**config.mk**
```make
export PLATFORM = sky130hd
export DESIGN_NAME = bi_stream_acc
export DESIGN_NICKNAME = d
export VERILOG_FILES = /design/src/rtl/bi_stream_acc.sv
export SDC_FILE = /design/constraint.sdc
export NUM_CORES = 1
export LEC_CHECK = 0
export BUFFER_PORTS_ARGS = -buffer_cell sky130_fd_sc_hd__buf_2
export CORE_ASPECT_RATIO = 0.9
export CORE_MARGIN = 4
export CORE_UTILIZATION = 63
export DETAILED_ROUTE_END_ITERATION = 16
export GPL_ROUTABILITY_DRIVEN = 1
export GPL_TIMING_DRIVEN = 1
export PLACE_DENSITY_LB_ADDON = 0.15
export REMOVE_ABC_BUFFERS = 1
export SYNTH_ARGS = -nofsm -noshare
export SYNTH_HDL_FRONTEND = slang
export SYNTH_SLANG_ARGS = --single-unit
```
**constraint.sdc**
```tcl
create_clock -name clk -period 3.5 [get_ports clk]
set_input_delay 0.35 -clock clk [delete_from_list [all_inputs] [get_ports clk]]
set_output_delay 0.35 -clock clk [all_outputs]
set_load 0.02 [all_outputs]
```
**src/rtl/bi_stream_acc.sv**
```systemverilog
// Bipolar stochastic stream accumulator: counts ones over a 2^WIN_LOG2-cycle window
// and reports 2*ones - 2^WIN_LOG2. Optional BI_STREAM_ACC_UNSCALE_EN shifts the result left by SCALE_LOG2.
module bi_stream_acc #(
    parameter int WIN_LOG2   = 16,
    parameter int SCALE_LOG2 = 4,
`ifdef BI_STREAM_ACC_UNSCALE_EN
    localparam bit UNSCALE   = 1'b1,
`else
    localparam bit UNSCALE   = 1'b0,
`endif
    localparam int SHIFT     = UNSCALE ? SCALE_LOG2 : 0,
    localparam int RES_W     = WIN_LOG2 + 2 + SHIFT
) (
    input  logic             clk,
    input  logic             rst_n,
    input  logic             iBit,
    input  logic             start,
    output logic             oBusy,
    output logic             oValid,
    output logic [RES_W-1:0] oResult
);

    typedef enum logic {IDLE = 1'b0, RUN = 1'b1} state_t;

    state_t              state_q, state_d;
    logic [WIN_LOG2-1:0] cnt_q, cnt_d;
    logic [WIN_LOG2:0]   ones_q, ones_d;
    logic                busy_q, busy_d;
    logic                valid_q, valid_d;
    logic [RES_W-1:0]    result_q, result_d;

    logic [WIN_LOG2:0]   ones_inc;
    logic [RES_W-1:0]    bip;

    // ones_inc includes the bit sampled on this edge, so the last sample is counted.
    assign ones_inc = ones_q + (WIN_LOG2+1)'(iBit);
    assign bip      = ((RES_W'(ones_inc) << 1) - (RES_W'(1) << WIN_LOG2)) << SHIFT;

    always_comb begin
        state_d  = state_q;
        cnt_d    = cnt_q;
        ones_d   = ones_q;
        busy_d   = busy_q;
        valid_d  = 1'b0;
        result_d = result_q;
        case (state_q)
            IDLE: begin
                if (start) begin
                    state_d = RUN;
                    cnt_d   = '0;
                    ones_d  = '0;
                    busy_d  = 1'b1;
                end
            end
            RUN: begin
                ones_d = ones_inc;
                cnt_d  = cnt_q + WIN_LOG2'(1);
                if (cnt_q == '1) begin
                    result_d = bip;
                    valid_d  = 1'b1;
                    state_d  = IDLE;
                    busy_d   = 1'b0;
                end
            end
            default: state_d = IDLE;
        endcase
    end

    always_ff @(posedge clk or negedge rst_n) begin
        if (!rst_n) begin
            state_q  <= IDLE;
            cnt_q    <= '0;
            ones_q   <= '0;
            busy_q   <= 1'b0;
            valid_q  <= 1'b0;
            result_q <= '0;
        end else begin
            state_q  <= state_d;
            cnt_q    <= cnt_d;
            ones_q   <= ones_d;
            busy_q   <= busy_d;
            valid_q  <= valid_d;
            result_q <= result_d;
        end
    end

    assign oBusy   = busy_q;
    assign oValid  = valid_q;
    assign oResult = result_q;

endmodule

```
[Yosys cells after proc, flatten, opt, wreduce, memory -nomap -nowiden]
Index checks and enable logic that the tools add are counted.
Storage, ports and cells
  bits in registers: 54
  logic and storage cells: 27
  input bits: 4
Operators by class
  muxes and demuxes: 12
  add/sub/neg operators: 3
  reduce and logical (&&, ||, !) cells: 2
  bitwise gates (word level): 1
  equal/unequal tests: 3
Operator list (number)
  $pmux W17 S2: 1
  $pmux W16 S2: 1
  $sub A18 B17 Y18 const B: 1
  $add A17 B1 Y17: 1
  $mux W17: 1
  $add A16 B1 Y16 const B: 1
  $eq A16 B16 Y1 const B: 1
  $mux W16: 1
  $mux W1: 6
  $pmux W1 S2: 2
  $reduce_and A2 Y1: 2
  $ne A2 B1 Y1 const B: 1
  $ne A2 B2 Y1 const B: 1
  $not A1 Y1: 1

[Logic depth before layout (Yosys ltp)]
  depth in word-level cells: 3
  depth in mapped cells: 8

[Least setup slack after synthesis]
Ideal clock, no wire load.
  kind: input to register
  start point: input iBit
  end point: register result_q[15], in the netlist oResult[15]
  slack: 1.669 ns
  setup time: 0.121 ns
  cell stages on the path: 8
  required time: 3.379 ns
  path buffers: 1
  arrival: 1.710 ns
  path through: ha_1 -> ha_1 -> clkbuf_1 -> nand3_2 -> nor3_2 -> and3_1 -> xnor2_1 -> o21ai_1
Between the ends
  longest elaborated chain between the ends: 2
Ends and longest elaborated chain
  start, declared: RTL line 16  | input logic iBit,
  $add A17 B1 Y17: RTL line 36  | assign ones_inc = ones_q + (WIN_LOG2+1)'(iBit);
  $sub A18 B17 Y18: RTL line 37  | assign bip = ((RES_W'(ones_inc) << 1) - (RES_W'(1) << WIN_LOG2)) << SHIFT;
  end signal, assigned: RTL line 83  | result_q <= result_d;
  end, declared: RTL line 30  | logic [RES_W-1:0] result_q, result_d;
Every way passes these cells.
A chain may end at the register's enable or synchronous reset.

[Final worst setup path]
  start point: register cnt_q[0]
  end point: register result_q[14], in the netlist oResult[14]
Between the ends
  longest elaborated chain between the ends: 2
Ends and longest elaborated chain
  start, declared: RTL line 26  | logic [WIN_LOG2-1:0] cnt_q, cnt_d;
  start signal, assigned: RTL line 79  | cnt_q <= cnt_d;
  $eq A16 B16 Y1: RTL line 58  | if (cnt_q == '1) begin
  $reduce_and A2 Y1 (no line)
Every way passes these cells.

==> reports/metrics.yaml <==
tns_ns: 0
synth_cells: 266
initial_core_util_pct: 67.6
rsz0062_at_grt: "false"
finalHoldViolCount: 3
crit_type: "register to register"
antenna_found_initial: 0
synth_seq_area_share_pct: 50.8
end_kind: "register"
cap_violations: 0
maxSlewViolCount: 0
area_growth_pct: 7.62
die_h_um: 69.1
cts_root_buf: "clkbuf_8"
rows: 21
drive_gt1_share_pct: 15.5
slowest_delay_ns: 0.42
slew_headroom_pct: 37.4
vias_per_cell: 5.92
drc: 0
clk_pin_slew_ns: 0.09
combPwrFrac_pct: 17.1
cts_hold_buf: 0
ys_ff_latch: 53
start_kind: "register"
pwr-share-seq_pct: 59.5
swShare_pct: 32.8
path_delay_family: "simple AND/OR/NAND/NOR gates"
place.gp.congestion: 0.767
final_nets: 290
fin_crit_sh_pct: 56.9
grt_pass1_vias: 1733
cpMaxStageDelayCell: "dfrtp_1"
first_pass_iters: 4
cts-htree-levels: 2
post_synth_num_cell_types: 39
cts_buffers: 5
grt.total_usage_pct: 19.8
hold_class: "primary input to asynchronous set/reset pin"
die_area_sq_um: 5240
die_width_um: 75.9
setup_viol: 0
finalPower_mw: 1.45
final_cell_mix: "dfrtp_1 (53), nand2_1 (42), o21ai_0 (38)"
min_period_ns: 1.99
cts_setup_buffers: 0
cts_tree: "yes"
yosys_warnings: 0
post-dp-hpwl_um: 3280
wl_per_cell_um: 14.5
p_clk_share_pct: 23.4
tightest_slew_ns: 0.936
ios: 24
outcome: "finished with violations"
power.internal_mw: 0.976
cts.sinks: 53
fillers: 291
routed_wl_um: 4780
fp.coreArea_sq_um: 3860
critPathArrivalTime_ns: 2.18
cts_resized: 0
ant_nets: 0
hold_slack_ns: -0.00285
drtIter0Drc: 149
path_cells: "ha_1 -> and3_1 -> and4_1 -> nand3_1 -> buf_4 -> mux2_2"
grt_max_degree: 38
p_leak_nw: 1.22
skew_ns: 0.00603
ir_worst_vdd_mv: 0.291
vias: 1953
netlist_area_sq_um: 2610
critPathRequiredTime_ns: 3.69
port_buffers: 22
finalInstanceArea_sq_um: 2810
clock_latency_ns: 0.30
power_density_nw_per_um2: 516
violations: "negative hold slack"
clock_path_buffers: 2
cp_max_fo: 31
placement.cell_area_sq_um: 2730
grt_pass1_wl_um: 8150
final_util_pct: 72.8
critPathBufInv: 1
switchingPower_mw: 0.476
n_antenna_cell: 0
grt_overflow: 0
synth_area_per_cell_sq_um: 9.82
clock.fmax_mhz: 502
mostFrequentLayoutCell: "dfrtp_1"
worst reg2reg max path: cells and delay by family, from the launching register on:
kind	cells	cell delay, ns
flops	1	0.42
simple gates	3	0.56
buf+inv	1	0.28
fa+ha+maj	1	0.24
mux	1	0.38
per-layer routing:
layer  wire, um  track usage [%]
met5          0                0
met4         40             8.74
met3        279             4.80
met2       2190             26.5
met1       2280             30.1
through the flow:
stage	setup WS, ns	instances
2_1_floorplan	0.990	251
4_1_cts	1.50	330
3_3_place_gp	1.53	322
6_report	1.51	330
5_1_grt	1.37	330
3_5_place_dp	1.46	322
cells by family after synthesis:
group                      synth area share (%)
and+or+nand+nor                            23.2
AOI/OAI and AO/OA                          12.6
DFF                                        50.8
buffers and inverters                      3.40
xor gates and xnor gates                   5.65
muxes                                      2.73
adders and majority gates                  1.44
other                                     0.144
sequential cells by signal, indices dropped and copies added, names as in the netlist:
| signal | flops |
|---|---|
| ones_q | 17 |
| oResult | 17 |
| oValid | 1 |
| state_q | 1 |
| cnt_q | 16 |
| oBusy | 1 |
power by group through the flow:
stage | Clock (mW) | Sequential, mW | Combinational [mW]
floorplan | 0 | 0.843 | 0.194
global placement | 0 | 0.863 | 0.242
detailed placement | 0 | 0.872 | 0.250
CTS | 0.344 | 0.861 | 0.252
global route | 0.372 | 0.883 | 0.288
finish | 0.339 | 0.864 | 0.248
path summary, 6_finish.rpt:
check / slack, ns / endpoint / start / depth (start not counted)
setup / recovery: 1.51 / oResult[14] / cnt_q[0] / 6
hold / removal: -0.003 / cnt_q[11] / rst_n / 1
setup reg to reg: 1.51 / oResult[14] / cnt_q[0] / 6
hold reg to reg: 0.48 / oResult[6] / oResult[6] / 2
max in group asynchronous: 2.73 / cnt_q[2] / rst_n / 2
min in group clk: 0.35 / ones_q[1] / start / 2
cells in the mapped netlist, drive strengths merged:
| cell type | instances | area share [%] |
|---|---|---|
| and3 | 6 | 1.5 |
| nor2b | 8 | 1.9 |
| dfrtp | 53 | 51 |
| clkbuf | 10 | 1.5 |
| xor2 | 4 | 1.6 |
| a22o | 1 | 0.34 |
| ha | 3 | 1.4 |
| buf | 5 | 1.5 |
| nor3b | 1 | 0.29 |
| xnor2 | 12 | 4.0 |
| nand2b | 6 | 1.4 |
| nand3 | 18 | 3.6 |
| nand2 | 42 | 6.0 |
| o22ai | 1 | 0.24 |
| a21oi | 5 | 0.96 |
| nor4 | 2 | 1.6 |
| o31ai | 5 | 1.4 |
| nor2 | 4 | 0.57 |
| nand3b | 1 | 0.29 |
| nand4 | 12 | 3.4 |
| or2 | 2 | 0.48 |
| o211ai | 6 | 1.7 |
| conb | 1 | 0.14 |
| o21ai | 40 | 7.7 |
| nor3 | 4 | 0.96 |
| mux2i | 6 | 2.3 |
| a21o | 1 | 0.29 |
| and4 | 3 | 1.0 |
| mux2 | 1 | 0.43 |
| inv | 3 | 0.43 |
area by class of cell:
type                            instances  area [sq um]  area share [%]
Tap cell                               46          57.6            2.05
Clock buffer                            5          68.8            2.45
Multi-Input combinational cell        195          1200            42.6
Timing Repair Buffer                   25           133            4.72
Sequential cell                        53          1330            47.2
Clock inverter                          3          17.5           0.623
Inverter                                3          11.3           0.401
No activity file was read; power rests on OpenSTA's default activity.
